**src/rtl/uart_rx_pkg.sv**
```systemverilog
// Shared definitions for the UART receive path: FSM states, character-length
// encoding and oversampling constants.
package uart_rx_pkg;

   typedef enum logic [2:0] {
      ST_IDLE,
      ST_START,
      ST_DATA,
      ST_PARITY,
      ST_STOP1,
      ST_STOP2
   } rx_state_t;

   localparam logic [1:0] DBITS_5 = 2'b00;
   localparam logic [1:0] DBITS_6 = 2'b01;
   localparam logic [1:0] DBITS_7 = 2'b10;
   localparam logic [1:0] DBITS_8 = 2'b11;

   localparam int OVERSAMPLE = 16;
   localparam int MID_SAMPLE = 7;

   // Index of the final data bit for a given character-length code.
   function automatic logic [2:0] last_bit_idx(input logic [1:0] data_bits);
      logic [2:0] idx;
      case (data_bits)
         DBITS_5: idx = 3'd4;
         DBITS_6: idx = 3'd5;
         DBITS_7: idx = 3'd6;
         DBITS_8: idx = 3'd7;
         default: idx = 3'd7;
      endcase
      return idx;
   endfunction

endpackage

```
**src/rtl/uart_baud_tick.sv**
```systemverilog
// Oversample tick divider: one tick every DIVISOR clocks, held off while restart
// is asserted so the first tick lands DIVISOR clocks after restart drops.
module uart_baud_tick #(
   parameter int DIVISOR = 4
) (
   input  logic clk,
   input  logic rst,
   input  logic restart,
   output logic tick
);

   localparam logic [15:0] RELOAD = 16'(DIVISOR - 1);

   logic [15:0] cnt;

   always_ff @(posedge clk or negedge rst) begin
      if (!rst) begin
         cnt <= RELOAD;
      end else if (restart || cnt == 16'd0) begin
         cnt <= RELOAD;
      end else begin
         cnt <= cnt - 16'd1;
      end
   end

   assign tick = (cnt == 16'd0) && !restart;

endmodule

```
**src/rtl/uart_rx_core.sv**
```systemverilog
// UART receiver: 2-flop input sync, 16x oversampled deframing, valid/ready
// holding register with parity/framing status and overrun pulse.
//   state     | meaning
//   ST_IDLE   | line idle, waiting for falling edge
//   ST_START  | validating start bit at mid-bit
//   ST_DATA   | shifting data bits LSB first
//   ST_PARITY | sampling parity bit
//   ST_STOP1  | sampling first stop bit
//   ST_STOP2  | sampling second stop bit
module uart_rx_core
   import uart_rx_pkg::*;
#(
   parameter int DIVISOR = 4
) (
   input  logic       clk,
   input  logic       rst,
   input  logic       rx_i,
   input  logic [1:0] data_bits_i,
   input  logic       parity_en_i,
   input  logic       parity_odd_i,
   input  logic       stop2_i,
   output logic [7:0] rx_data_o,
   output logic       rx_valid_o,
   input  logic       rx_ready_i,
   output logic       parity_err_o,
   output logic       frame_err_o,
   output logic       overrun_o,
   output logic       busy_o
);

   localparam int OS_W = $clog2(OVERSAMPLE);

   rx_state_t       state;
   logic            rx_meta, rx_s, rx_q;
   logic            fall, tick, sample, restart, accept, complete, frame_fin;
   logic [OS_W-1:0] os_cnt;
   logic [2:0]      bit_cnt, last_bit;
   logic [7:0]      shift;
   logic            par_en, par_odd, stop2, par_err, stop_err;
   logic [7:0]      data_q;
   logic            valid_q, perr_q, ferr_q, overrun_q, busy_q;

   always_ff @(posedge clk or negedge rst) begin
      if (!rst) begin
         rx_meta <= 1'b1;
         rx_s    <= 1'b1;
         rx_q    <= 1'b1;
      end else begin
         rx_meta <= rx_i;
         rx_s    <= rx_meta;
         rx_q    <= rx_s;
      end
   end

   assign fall    = rx_q & ~rx_s;
   assign restart = (state == ST_IDLE);

   uart_baud_tick #(.DIVISOR(DIVISOR)) u_tick (
      .clk     (clk),
      .rst     (rst),
      .restart (restart),
      .tick    (tick)
   );

   always_ff @(posedge clk or negedge rst) begin
      if (!rst) begin
         os_cnt <= '0;
      end else if (restart) begin
         os_cnt <= '0;
      end else if (tick) begin
         os_cnt <= os_cnt + 1'b1;
      end
   end

   assign sample = tick && (os_cnt == OS_W'(MID_SAMPLE));

   always_ff @(posedge clk or negedge rst) begin
      if (!rst) begin
         state    <= ST_IDLE;
         busy_q   <= 1'b0;
         bit_cnt  <= '0;
         last_bit <= '0;
         shift    <= '0;
         par_en   <= 1'b0;
         par_odd  <= 1'b0;
         stop2    <= 1'b0;
         par_err  <= 1'b0;
         stop_err <= 1'b0;
      end else begin
         case (state)
            ST_IDLE: begin
               if (fall) begin
                  state  <= ST_START;
                  busy_q <= 1'b1;
               end
            end
            ST_START: begin
               if (sample) begin
                  if (rx_s) begin
                     state  <= ST_IDLE;
                     busy_q <= 1'b0;
                  end else begin
                     state    <= ST_DATA;
                     bit_cnt  <= '0;
                     shift    <= '0;
                     par_err  <= 1'b0;
                     stop_err <= 1'b0;
                     last_bit <= last_bit_idx(data_bits_i);
                     par_en   <= parity_en_i;
                     par_odd  <= parity_odd_i;
                     stop2    <= stop2_i;
                  end
               end
            end
            ST_DATA: begin
               if (sample) begin
                  shift[bit_cnt] <= rx_s;
                  if (bit_cnt == last_bit) begin
                     state <= par_en ? ST_PARITY : ST_STOP1;
                  end else begin
                     bit_cnt <= bit_cnt + 3'd1;
                  end
               end
            end
            ST_PARITY: begin
               if (sample) begin
                  par_err <= (^shift) ^ rx_s ^ par_odd;
                  state   <= ST_STOP1;
               end
            end
            ST_STOP1: begin
               if (sample) begin
                  stop_err <= ~rx_s;
                  if (stop2) begin
                     state <= ST_STOP2;
                  end else begin
                     state  <= ST_IDLE;
                     busy_q <= 1'b0;
                  end
               end
            end
            ST_STOP2: begin
               if (sample) begin
                  state  <= ST_IDLE;
                  busy_q <= 1'b0;
               end
            end
            default: begin
               state  <= ST_IDLE;
               busy_q <= 1'b0;
            end
         endcase
      end
   end

   // Completion is the mid-sample of the last stop bit; the FSM leaves on the same edge.
   assign complete  = sample && ((state == ST_STOP1 && !stop2) || state == ST_STOP2);
   assign frame_fin = (state == ST_STOP2) ? (stop_err | ~rx_s) : ~rx_s;
   assign accept    = valid_q & rx_ready_i;

   always_ff @(posedge clk or negedge rst) begin
      if (!rst) begin
         data_q    <= '0;
         valid_q   <= 1'b0;
         perr_q    <= 1'b0;
         ferr_q    <= 1'b0;
         overrun_q <= 1'b0;
      end else begin
         overrun_q <= 1'b0;
         if (complete) begin
            if (!valid_q || accept) begin
               data_q  <= shift;
               perr_q  <= par_err;
               ferr_q  <= frame_fin;
               valid_q <= 1'b1;
            end else begin
               overrun_q <= 1'b1;
            end
         end else if (accept) begin
            valid_q <= 1'b0;
         end
      end
   end

   assign rx_data_o    = data_q;
   assign rx_valid_o   = valid_q;
   assign parity_err_o = perr_q;
   assign frame_err_o  = ferr_q;
   assign overrun_o    = overrun_q;
   assign busy_o       = busy_q;

endmodule

```
**config.mk**
```make
export PLATFORM = sky130hd
export DESIGN_NAME = uart_rx_core
export DESIGN_NICKNAME = d
export VERILOG_FILES = /design/src/rtl/uart_rx_pkg.sv /design/src/rtl/uart_baud_tick.sv /design/src/rtl/uart_rx_core.sv
export SDC_FILE = /design/constraint.sdc
export NUM_CORES = 1
export LEC_CHECK = 0
export ABC_AREA = 1
export ABC_CLOCK_PERIOD_IN_PS = 1600
export CORE_UTILIZATION = 50
export CTS_CLUSTER_DIAMETER = 60
export DETAILED_ROUTE_END_ITERATION = 16
export PLACE_DENSITY = 0.72
export SYNTH_ARGS = -nofsm -noshare
export SYNTH_HDL_FRONTEND = slang
export SYNTH_SLANG_ARGS = --single-unit
```
**constraint.sdc**
```tcl
create_clock -name clk -period 1.6 [get_ports clk]
set_input_delay 0.24 -clock clk [delete_from_list [all_inputs] [get_ports clk]]
set_output_delay 0.24 -clock clk [all_outputs]
set_load 0.03 [all_outputs]
```
==> reports/results.txt <==
Fin Clk Skew: 0.00684 ns
Core Rows: 27
setup violators final: 39
GPL Wtd Cong: 0.890
HPWL Detailed: 4.38 mm
most used flip-flop cell after synthesis: sky130_fd_sc_hd__dfrtp_1
number of flops mapped to enable cells by yosys: 0
DRT iter0 DRCs: 181
setup TNS: -3.21 ns
relative max-transition margin: 0.655
Net count, final: 457
number of cells produced by synthesis: 366
Data required, critical path: 1.83 ns
first-pass GRT wire length: 11.3 mm
Detailed Route WL: 7.62 mm
die outline area: 0.00632 mm^2
Leakage Power: 0.00213 uW
slew at the pin closest to its max-slew limit: 0.517 ns
synthesized area per cell: 8.21 um^2
vias in the first global route: 2,451
hold violation total from the final report: 0
clock input transition at the sequential cells of the worst setup and hold paths: 0.07 ns
mapped cell area: 0.00300 mm^2
Worst Setup End Kind: flip-flop
power after layout: 6800 uW
worst hold margin: 0.307 ns
clock buffer count from CTS: 9
failing checks: setup timing
setup repair after global routing missed its margin: yes
Die X-Extent: 79.5 um
fin crit period: 1.77 ns
kind of launch point of the worst setup path: flip-flop
Clock Path Buffers: 2
pin count of the biggest net entering global routing: 59
Final Slew Violations: 0
Worst Setup Slack, final: -0.170 ns
total vias in the final route: 2,745
router iterations before antenna repair: 4
FF+latch count, synth: 58
async set-reset flop share out of synthesis: 1.00
number of buffers added on ports: 21
total power divided by cell area: 1600 mW/mm^2
total of warnings raised by yosys: 0
proportion of synthesized chip area in sequential cells: 0.485
fraction of layout cells with a size suffix above 1: 0.356
critical path class: flip-flop to flip-flop
deepest level of the CTS H-tree: 3
CP max FO: 5
worst slack after detailed placement: -0.174 ns
Synthesized Nets: 378
number of antenna violations at the first check in global routing: 0
DRC: 0
number of top-level pins: 22
number of max-cap violations: 0
# diodes: 0
Core Footprint: 0.00564 mm^2
number of nets with antenna violations after detailed routing: 0
die outline height: 79.5 um
total grt overflow: 0
initial core utilization: 0.532
clk_lat worst skew: 0.34 ns
total global routing track utilization: 0.237
Clock Root Buffer: sky130_fd_sc_hd__clkbuf_8
status: complete, but fails checks
detailed-route vias per instance: 5.26
TritonCTS clock tree: built
library cells used by synthesis: 36
arrival time of data at the critical path endpoint: 2.00 ns
fraction of the cycle the final worst path needs: 1.11
path class of the lowest-slack min-delay path: input port to flip-flop
Sink Count: 58
P&R area growth vs syn: 41.2%
wire length per cell: 14.6 um
maximum ir drop on the vdd rail: 1010 uV
maximum clock frequency: 0.565 GHz
final timing paths:
check / from / end / slack (ns) / depth (start not counted)
hold reg to reg: rx_meta / rx_s / 0.36 / 0
hold / removal: rx_i / rx_meta / 0.31 / 1
setup reg to reg: os_cnt[1] / rx_data_o[5] / -0.17 / 10
setup / recovery: os_cnt[1] / rx_data_o[5] / -0.17 / 10
min in group asynchronous: rst / u_tick.cnt[5] / 0.42 / 3
max in group asynchronous: rst / rx_meta / 0.84 / 3
cells by family after synthesis:
logic type               Yosys count  synth area share
flip-flops                        58             0.485
AND/OR/NAND/NOR                  198             0.309
buffers and inverters             49            0.0650
adder cells (fa/ha/maj)            3            0.0125
XOR/XNOR                          18            0.0525
AO/OA/AOI/OAI                     40            0.0762
flip-flops by register name, summed over array words and instances (netlist names), 3 cells and up:
name,cells
last_bit,3
rx_data_o,8
state,3
u_tick.cnt,16
shift,8
os_cnt,4
bit_cnt,3
cells in the mapped netlist (2+ instances only):
library cell               count  area [um^2]
sky130_fd_sc_hd__a21oi_1       5         25.0
sky130_fd_sc_hd__a21oi_2       2         17.5
sky130_fd_sc_hd__buf_2         3         15.0
sky130_fd_sc_hd__clkbuf_1      3         11.3
sky130_fd_sc_hd__dfrtp_1      53         1330
sky130_fd_sc_hd__dfstp_2       5          131
sky130_fd_sc_hd__ha_1          3         37.5
sky130_fd_sc_hd__inv_1        32          120
sky130_fd_sc_hd__inv_2        10         37.5
sky130_fd_sc_hd__nand2_1     102          383
sky130_fd_sc_hd__nand2_2       2         12.5
sky130_fd_sc_hd__nand3_1      21          105
sky130_fd_sc_hd__nand3_2       2         20.0
sky130_fd_sc_hd__nand3b_1      2         15.0
sky130_fd_sc_hd__nand4_1       2         12.5
sky130_fd_sc_hd__nor2_1       41          154
sky130_fd_sc_hd__nor2_2        3         18.8
sky130_fd_sc_hd__nor2_4        4         45.0
sky130_fd_sc_hd__nor3_1        9         45.0
sky130_fd_sc_hd__nor3_2        2         20.0
sky130_fd_sc_hd__o211ai_1      2         15.0
sky130_fd_sc_hd__o21ai_1      27          135
sky130_fd_sc_hd__or2_1         2         12.5
sky130_fd_sc_hd__xnor2_1      10         87.6
sky130_fd_sc_hd__xor2_1        8         70.1
worst max-delay path, stage by stage (launching register included):
cell and delay [ns]:
sky130_fd_sc_hd__dfrtp_1 0.36, sky130_fd_sc_hd__ha_2 0.20, sky130_fd_sc_hd__nand2_2 0.07, sky130_fd_sc_hd__nor2_4 0.12
sky130_fd_sc_hd__buf_6 0.11, sky130_fd_sc_hd__nand4_1 0.14, sky130_fd_sc_hd__buf_4 0.21, sky130_fd_sc_hd__buf_6 0.12
sky130_fd_sc_hd__nand3b_4 0.19, sky130_fd_sc_hd__nand2_1 0.09, sky130_fd_sc_hd__o21ai_1 0.05
repair_timing:
| action | 4_1_cts | 5_1_grt |
|---|---|---|
| endpoints found under the setup margin | 43 | 47 |
| cloned | 2 | 1 |
| endpoints found under the hold margin | 53 | 0 |
| setup buffers | 6 | 15 |
| pin swaps | 22 | 33 |
| resized for setup | 31 | 72 |
| hold buffers | 1 | 0 |
report_power, final:
group / internal (uW) / switching (uW) / leakage, uW / total [uW]
Sequential: 1730 / 194 / 0.000757 / 1920
Combinational: 1380 / 1980 / 0.00125 / 3370
Clock: 908 / 598 / 0.000116 / 1510
Total: 4020 / 2780 / 0.00213 / 6800
through the flow:
step                      utilization  area (um^2)  std cells
after floorplan                     -         3010        366
after global placement          0.619         3490        481
after detailed placement        0.619         3490        481
after CTS                       0.684         3860        506
after global routing            0.752         4240        522
final                           0.752         4240        522
layout make-up:
cell class / instances / area (um^2)
Clock buffer: 10 / 138
Fill cell: 376 / 1400
Inverter: 42 / 170
Tap cell: 72 / 90.1
Timing Repair Buffer: 72 / 651
Sequential cell: 58 / 1460
Clock inverter: 6 / 80.1
Multi-Input combinational cell: 262 / 1660
routing by layer:
layer  up-vias  global-route usage  wire, um
met3        23              0.0457       275
met5         -                   0         0
met2        70               0.371      3700
met4         0               0.118       210
met1      1331               0.314      3430
li1       1321                   -         -
cell usage in the layout (no fill, tap or decap), types with 4 or more instances in the layout:
cell type	count
sky130_fd_sc_hd__inv_2	10
sky130_fd_sc_hd__dfstp_2	5
sky130_fd_sc_hd__nor2_2	12
sky130_fd_sc_hd__clkbuf_8	10
sky130_fd_sc_hd__dfrtp_1	53
sky130_fd_sc_hd__buf_4	35
sky130_fd_sc_hd__o21ai_1	14
sky130_fd_sc_hd__clkinv_2	4
sky130_fd_sc_hd__nand3_1	18
sky130_fd_sc_hd__inv_1	30
sky130_fd_sc_hd__clkdlybuf4s50_1	7
sky130_fd_sc_hd__buf_6	13
sky130_fd_sc_hd__o21ai_2	13
sky130_fd_sc_hd__dlygate4sd2_1	11
sky130_fd_sc_hd__nor2_4	7
sky130_fd_sc_hd__nand2_2	17
sky130_fd_sc_hd__nor3_1	9
sky130_fd_sc_hd__xnor2_1	10
sky130_fd_sc_hd__nor2_1	29
sky130_fd_sc_hd__xor2_1	6
sky130_fd_sc_hd__nand3b_4	4
sky130_fd_sc_hd__nand2_1	85
sky130_fd_sc_hd__nand3_2	5
(Power assumes the default switching activity.)
